## config.mk

```make
export PLATFORM = sky130hd
export DESIGN_NAME = aexm_ibuf
export DESIGN_NICKNAME = d
export VERILOG_FILES = /design/src/rtl/aexm_pkg.sv /design/src/rtl/aexm_intsync.sv /design/src/rtl/aexm_ibuf.sv
export SDC_FILE = /design/constraint.sdc
export NUM_CORES = 1
export LEC_CHECK = 0
export ABC_AREA = 1
export ABC_CLOCK_PERIOD_IN_PS = 1870
export BUFFER_PORTS_ARGS = -buffer_cell sky130_fd_sc_hd__clkbuf_2
export CAP_MARGIN = 10
export CELL_PAD_IN_SITES_DETAIL_PLACEMENT = 0
export CELL_PAD_IN_SITES_GLOBAL_PLACEMENT = 1
export CORE_UTILIZATION = 30
export CTS_CLUSTER_SIZE = 30
export DETAILED_ROUTE_END_ITERATION = 8
export GPL_ROUTABILITY_DRIVEN = 0
export PLACE_DENSITY_LB_ADDON = 0.1
export SYNTH_ARGS = -nofsm -noshare
export SYNTH_HDL_FRONTEND = slang
export SYNTH_HIERARCHICAL = 1
export SYNTH_SLANG_ARGS = --single-unit
```

## constraint.sdc

```tcl
create_clock -name gclk -period 1.87 [get_ports gclk]
set_input_delay 0.2805 -clock gclk [delete_from_list [all_inputs] [get_ports gclk]]
set_output_delay 0.2805 -clock gclk [all_outputs]
set_load 0.02 [all_outputs]
```

## src/rtl/aexm_pkg.sv

```systemverilog
// Shared opcode constants and decode helpers for the aexm pipeline.
package aexm_pkg;

   localparam logic [5:0] OPC_NOP  = 6'o40;
   localparam logic [5:0] OPC_IMM  = 6'o54;
   localparam logic [5:0] OPC_RTD  = 6'o55;
   localparam logic [5:0] OPC_BRU  = 6'o46;
   localparam logic [5:0] OPC_BRUI = 6'o56;
   localparam logic [5:0] OPC_BCC  = 6'o47;
   localparam logic [5:0] OPC_BCCI = 6'o57;

   localparam logic [1:0] MXALT_REG = 2'd0;
   localparam logic [1:0] MXALT_ALU = 2'd1;
   localparam logic [1:0] MXALT_LD  = 2'd2;

   localparam logic [31:0] INT_VEC = 32'h0000_0010;

   function automatic logic is_branch(input logic [5:0] opc);
      return (opc == OPC_BRU) || (opc == OPC_BRUI) || (opc == OPC_BCC) || (opc == OPC_BCCI);
   endfunction

   function automatic logic is_load(input logic [5:0] opc);
      return (opc[5:4] == 2'b11) && !opc[2];
   endfunction

   function automatic logic is_store(input logic [5:0] opc);
      return (opc[5:4] == 2'b11) && opc[2];
   endfunction

   // RA source select given the instruction currently in decode and the new RA.
   function automatic logic [1:0] fwd_sel(input logic [5:0] prev_opc,
                                          input logic [4:0] prev_rd,
                                          input logic [4:0] new_ra);
      logic [1:0] sel;
      sel = MXALT_REG;
      if ((prev_rd == new_ra) && (new_ra != 5'd0)) begin
         if (is_load(prev_opc)) begin
            sel = MXALT_LD;
         end else if (!is_branch(prev_opc) && !is_store(prev_opc) && (prev_opc != OPC_IMM)) begin
            sel = MXALT_ALU;
         end
      end
      return sel;
   endfunction

endpackage

```

## src/rtl/aexm_intsync.sv

```systemverilog
// Interrupt request synchronizer, rising-edge detector and pending latch.
// Only instantiated when AEXM_INTERRUPT_EN is defined.
module aexm_intsync
   import aexm_pkg::*;
(
   input  logic gclk,
   input  logic grst,
   input  logic gena,
   input  logic irq_async,
   input  logic ack,
   output logic rINTP
);

   logic sync1, sync2, sync3;
   logic rise;

   // Edge of the synchronized request; a new edge beats a same-cycle ack.
   always_comb begin
      rise = sync2 & ~sync3;
   end

   // Two-flop synchronizer, edge history flop and pending latch.
   always_ff @(posedge gclk) begin
      if (grst) begin
         sync1 <= 1'b0;
         sync2 <= 1'b0;
         sync3 <= 1'b0;
         rINTP <= 1'b0;
      end else if (gena) begin
         sync1 <= irq_async;
         sync2 <= sync1;
         sync3 <= sync2;
         if (rise)     rINTP <= 1'b1;
         else if (ack) rINTP <= 1'b0;
      end
   end

endmodule

```

## src/rtl/aexm_ibuf.sv

```systemverilog
// Instruction buffer / decode latch. Splits the fetched word into fields,
// merges imm prefixes, squashes skipped slots and computes the RA forward select.
// Optional interrupt-branch injection is enabled by defining AEXM_INTERRUPT_EN.
module aexm_ibuf
   import aexm_pkg::*;
(
   input  logic        gclk,
   input  logic        grst,
   input  logic        gena,
   input  logic [31:0] aexm_icache_datao,
   input  logic        rSKIP,
`ifdef AEXM_INTERRUPT_EN
   input  logic        sys_int_i,
   input  logic        rMSR_IE,
`endif
   output logic [5:0]  rOPC,
   output logic [4:0]  rRD,
   output logic [4:0]  rRA,
   output logic [4:0]  rRB,
   output logic [10:0] rALT,
   output logic [31:0] rSIMM,
   output logic [1:0]  rMXALT,
   output logic        rINTACK
);

   logic [15:0] rIMMHI;
   logic        rIMMVLD;

   logic [5:0]  opc_d;
   logic [4:0]  rd_d, ra_d, rb_d;
   logic [10:0] alt_d;
   logic [31:0] simm_d;
   logic [1:0]  mxalt_d;
   logic [15:0] immhi_d;
   logic        immvld_d;
   logic        inject;

   logic [5:0]  w_opc;
   logic [15:0] w_imm;

   assign w_opc = aexm_icache_datao[31:26];
   assign w_imm = aexm_icache_datao[15:0];

`ifdef AEXM_INTERRUPT_EN
   logic rINTP;

   aexm_intsync u_intsync (
      .gclk      (gclk),
      .grst      (grst),
      .gena      (gena),
      .irq_async (sys_int_i),
      .ack       (inject),
      .rINTP     (rINTP)
   );

   // Never inject inside an imm/instruction pair or behind a control transfer.
   always_comb begin
      inject = rINTP & rMSR_IE & ~rSKIP & ~rIMMVLD &
               ~(is_branch(rOPC) | (rOPC == OPC_RTD) | (rOPC == OPC_IMM));
   end

   // Acknowledge pulse lasts exactly one enabled cycle.
   always_ff @(posedge gclk) begin
      if (grst)      rINTACK <= 1'b0;
      else if (gena) rINTACK <= inject;
   end
`else
   assign inject  = 1'b0;
   assign rINTACK = 1'b0;
`endif

   // Next decode state: injected branch, squashed NOP, or the fetched word.
   always_comb begin
      opc_d    = w_opc;
      rd_d     = aexm_icache_datao[25:21];
      ra_d     = aexm_icache_datao[20:16];
      rb_d     = aexm_icache_datao[15:11];
      alt_d    = aexm_icache_datao[10:0];
      simm_d   = rIMMVLD ? {rIMMHI, w_imm} : {{16{w_imm[15]}}, w_imm};
      mxalt_d  = fwd_sel(rOPC, rRD, aexm_icache_datao[20:16]);
      immvld_d = (w_opc == OPC_IMM);
      immhi_d  = (w_opc == OPC_IMM) ? w_imm : rIMMHI;
      if (inject) begin
         // brali r14,0x10
         opc_d    = OPC_BRUI;
         rd_d     = 5'd14;
         ra_d     = 5'b01100;
         rb_d     = INT_VEC[15:11];
         alt_d    = INT_VEC[10:0];
         simm_d   = INT_VEC;
         mxalt_d  = MXALT_REG;
         immvld_d = 1'b0;
         immhi_d  = rIMMHI;
      end else if (rSKIP) begin
         opc_d    = OPC_NOP;
         rd_d     = 5'd0;
         ra_d     = 5'd0;
         rb_d     = 5'd0;
         alt_d    = 11'd0;
         simm_d   = 32'd0;
         mxalt_d  = MXALT_REG;
         immvld_d = 1'b0;
         immhi_d  = rIMMHI;
      end
   end

   // Decode latch; reset overrides gena, gena=0 freezes everything.
   always_ff @(posedge gclk) begin
      if (grst) begin
         rOPC    <= OPC_NOP;
         rRD     <= 5'd0;
         rRA     <= 5'd0;
         rRB     <= 5'd0;
         rALT    <= 11'd0;
         rSIMM   <= 32'd0;
         rMXALT  <= MXALT_REG;
         rIMMHI  <= 16'd0;
         rIMMVLD <= 1'b0;
      end else if (gena) begin
         rOPC    <= opc_d;
         rRD     <= rd_d;
         rRA     <= ra_d;
         rRB     <= rb_d;
         rALT    <= alt_d;
         rSIMM   <= simm_d;
         rMXALT  <= mxalt_d;
         rIMMHI  <= immhi_d;
         rIMMVLD <= immvld_d;
      end
   end

endmodule
```

==> results.py <==
metrics = {
    "drt": {
        "drc": 11,
        "drt_wl_total_mm": 6.900,
        "firstDrtPassIters": 7,
        "ant_nets": 0,
        "drt_iter0_drc": 67,
        "wire_per_inst_um": 12.37,
        "num_vias": 2498,
        "routed_via_density": 4.477,
    },
    "clock_network": {
        "cts.sinks": 67,
        "clk-insertion-delay-late_ns": 0.33,
        "tritoncts": "done",
        "clkTransAtPathRegs_ns": 0.07,
        "cts_max_path_buffers": 2,
        "h-tree-depth": 3,
        "ctsResizeCount": 0,
        "cts_buffers": 9,
        "cts_setup_buffers": 0,
        "cts_root_buf": "clkbuf_8",
        "cts_hold_buf": 0,
    },
    "critical_path": {
        "startpoint": "rIMMVLD$_SDFFE_PP0P_",
        "worstSetupEndpointType": "flip-flop",
        "worst-path-buf-inv": 1,
        "cp-start-kind": "flip-flop",
        "critPathMaxFanout": 16,
        "regToRegStartpoint": "rIMMVLD$_SDFFE_PP0P_",
        "critPathTopFamily": "simple AND/OR/NAND/NOR gates",
        "cp_data_arrival_time_ns": 1.57,
        "cpMostUsedCell": "nand2_1",
        "cp_data_required_time_ns": 2.14,
        "worst_path_max_delay_cell": "dfxtp_1",
        "worstPathCellList": "inv_2 > nand2_1 > o21ai_0 > nand2_1 > a21oi_1",
        "max_stage_delay_ns": 0.33,
        "critPathKind": "reg2reg",
    },
    "run_status": {
        "status": "complete, but fails checks",
        "violations": "design-rule violations",
    },
    "synthesis": {
        "synth_seq_area_share": 0.4855,
        "synth_top_family_by_area": "simple AND/OR/NAND/NOR gates",
        "synthAdderAreaFrac": 0,
        "yosys.area.top_type_share": 0.4855,
        "synth_compound_area_frac": 0.1816,
        "ys_ff_latch": 67,
        "synth.net_count": 401,
        "syn_area_um2": 2763,
        "synth_mux_area_frac": 0,
        "synth_xor_area_frac": 0.009511,
        "syn_avg_cell_area_um2": 7.569,
        "yosysWarnings": 6,
        "synth.distinct_cells": 24,
        "synth_top_cell_by_area": "dfxtp_1",
        "synthCells": 365,
        "synth.area.top_cells": "dfxtp_1, nand2_1, a21oi_1",
        "synth_simple_gate_area_frac": 0.1943,
    },
    "sta": {
        "holdWs_ns": 0.1749,
        "setup-violations-final": 0,
        "rsz0062_at_grt": "false",
        "fmax_mhz": 771.6,
        "clock_skew_ns": 0.008002,
        "finalHoldViolations": 0,
        "drv_slew": 0,
        "period_minus_slack_ns": 1.296,
        "fin_crit_sh": 0.6930,
        "setup_tns_ns": 0,
    },
    "final_layout": {
        "seqCellArea_um2": 1341,
        "nNetsFinal": 481,
        "multi_input_area_um2": 1069,
        "fin_util": 0.3856,
        "syn_to_final_growth_pct": 22.92,
        "fill_cells": 971,
        "finalInstanceArea_um2": 3396,
        "drive_above_1_share": 0.2933,
        "insertedDiodeCount": 0,
    },
    "placement": {
        "dp_hpwl_mm": 4.675,
        "portBuffers": 101,
        "placedInstanceArea_um2": 3223,
    },
    "worst_hold_path": {
        "min_from": "aexm_icache_datao[21]",
        "min_path_type": "in2reg",
    },
    "global_route": {
        "grt_pass1_vias": 2341,
        "grt_overflow": 0,
        "antenna_found_initial": 0,
        "grt_max_degree": 39,
        "grt_pass1_wl_mm": 11.45,
        "track_usage": 0.1506,
    },
    "floorplanning": {
        "initial_core_util": 0.3137,
        "die_w_um": 97.96,
        "design.die.area_um2": 9596,
        "ios": 103,
        "fp.coreArea_um2": 8806,
        "rows": 34,
        "dieHeight_um": 97.96,
    },
    "power": {
        "vdd_drop_max_uv": 268.2,
        "total_power_mw": 2.911,
        "leakage_nw": 1.467,
        "power_density_nw_per_um2": 857.2,
    },
    "job": {
        "maxCapViolations": 0,
    },
}
-- layer usage --
layer / track usage / share of wire / vias to the layer above
li1: - / - / 1302
met1: 0.1966 / 0.47 / 1111
met2: 0.2373 / 0.45 / 79
met3: 0.04724 / 0.069 / 6
met4: 0.04545 / 0.0099 / 0
met5: 0 / 0 / -
-- per-stage QoR --
stage / worst slack (ns) / cells
after detailed placement: 0.5154 / 542
after floorplan: 0.8060 / 365
after global placement: 0.5310 / 542
after global routing: 0.3148 / 558
after CTS: 0.5168 / 558
final: 0.5741 / 558
-- cell usage after synthesis --
cell and number:
a21oi_1 64, a21oi_2 2, buf_1 1, buf_2 5, buf_4 20, buf_6 4
clkbuf_1 9, clkinv_2 1, conb_1 1, dfxtp_1 67, inv_1 22, inv_2 2
nand2_1 118, nand2_2 2, nand3_1 3, nor2_1 7, nor3_1 1, nor3_4 1
nor3b_4 1, o21ai_0 17, o21ai_1 11, o21ai_2 2, o22ai_1 1, xnor2_1 3
-- flip-flops by register name (all words and copies together), names as in the netlist --
signal / cells
rMXALT: 2
rOPC: 6
rRD: 5
rRB: 4
rALT: 10
rIMMHI: 16
rRA: 5
rIMMVLD: 1
rSIMM: 18
-- cell type report --
class                   instances  share of cell area
flip-flops and latches         67              0.3950
multi-input cells             234              0.3147
repair buffers                108              0.1717
clock buffers                  14             0.04790
well taps                     108             0.03979
inverters                      25             0.02800
clock inverters                 2            0.002948
-- worst paths after layout --
check	endpoint	slack [ns]	depth (start not counted)
hold reg to reg	rIMMHI[12]$_SDFFE_PP0P_	0.45	2
hold / removal	rRD[0]$_SDFFE_PP0P_	0.17	3
setup / recovery	rSIMM[21]$_SDFFE_PP0P_	0.57	5
setup reg to reg	rSIMM[21]$_SDFFE_PP0P_	0.57	5
-- power by group --
part / switching [mW] / total, mW / internal, mW
logic: 0.223 / 0.342 / 0.120
registers: 0.0279 / 1.50 / 1.47
clock network: 0.521 / 1.07 / 0.552
total: 0.771 / 2.91 / 2.14
-- logic make-up after synthesis --
family	after synthesis
other	1
buffers and inverters	64
flip-flops	67
AO/OA/AOI/OAI	97
AND/OR/NAND/NOR	133
XOR/XNOR	3
-- tightest hold or removal path, cell delays in order --
cell and delay [ns]:
clkbuf_2 0.08, nand2_1 0.05, a21oi_1 0.05
-- cell usage in the layout, fill, tap and decap left out, types with 3 or more instances in the layout --
cell type	n
o21ai_0	17
nand2_1	118
buf_4	5
clkinv_2	3
dfxtp_1	67
clkbuf_8	11
o21ai_1	11
nand3_1	3
clkbuf_1	3
a21oi_1	64
xnor2_1	3
clkbuf_2	101
nor2_1	7
inv_1	22
Note: power is estimated with default switching activity, not from simulation.
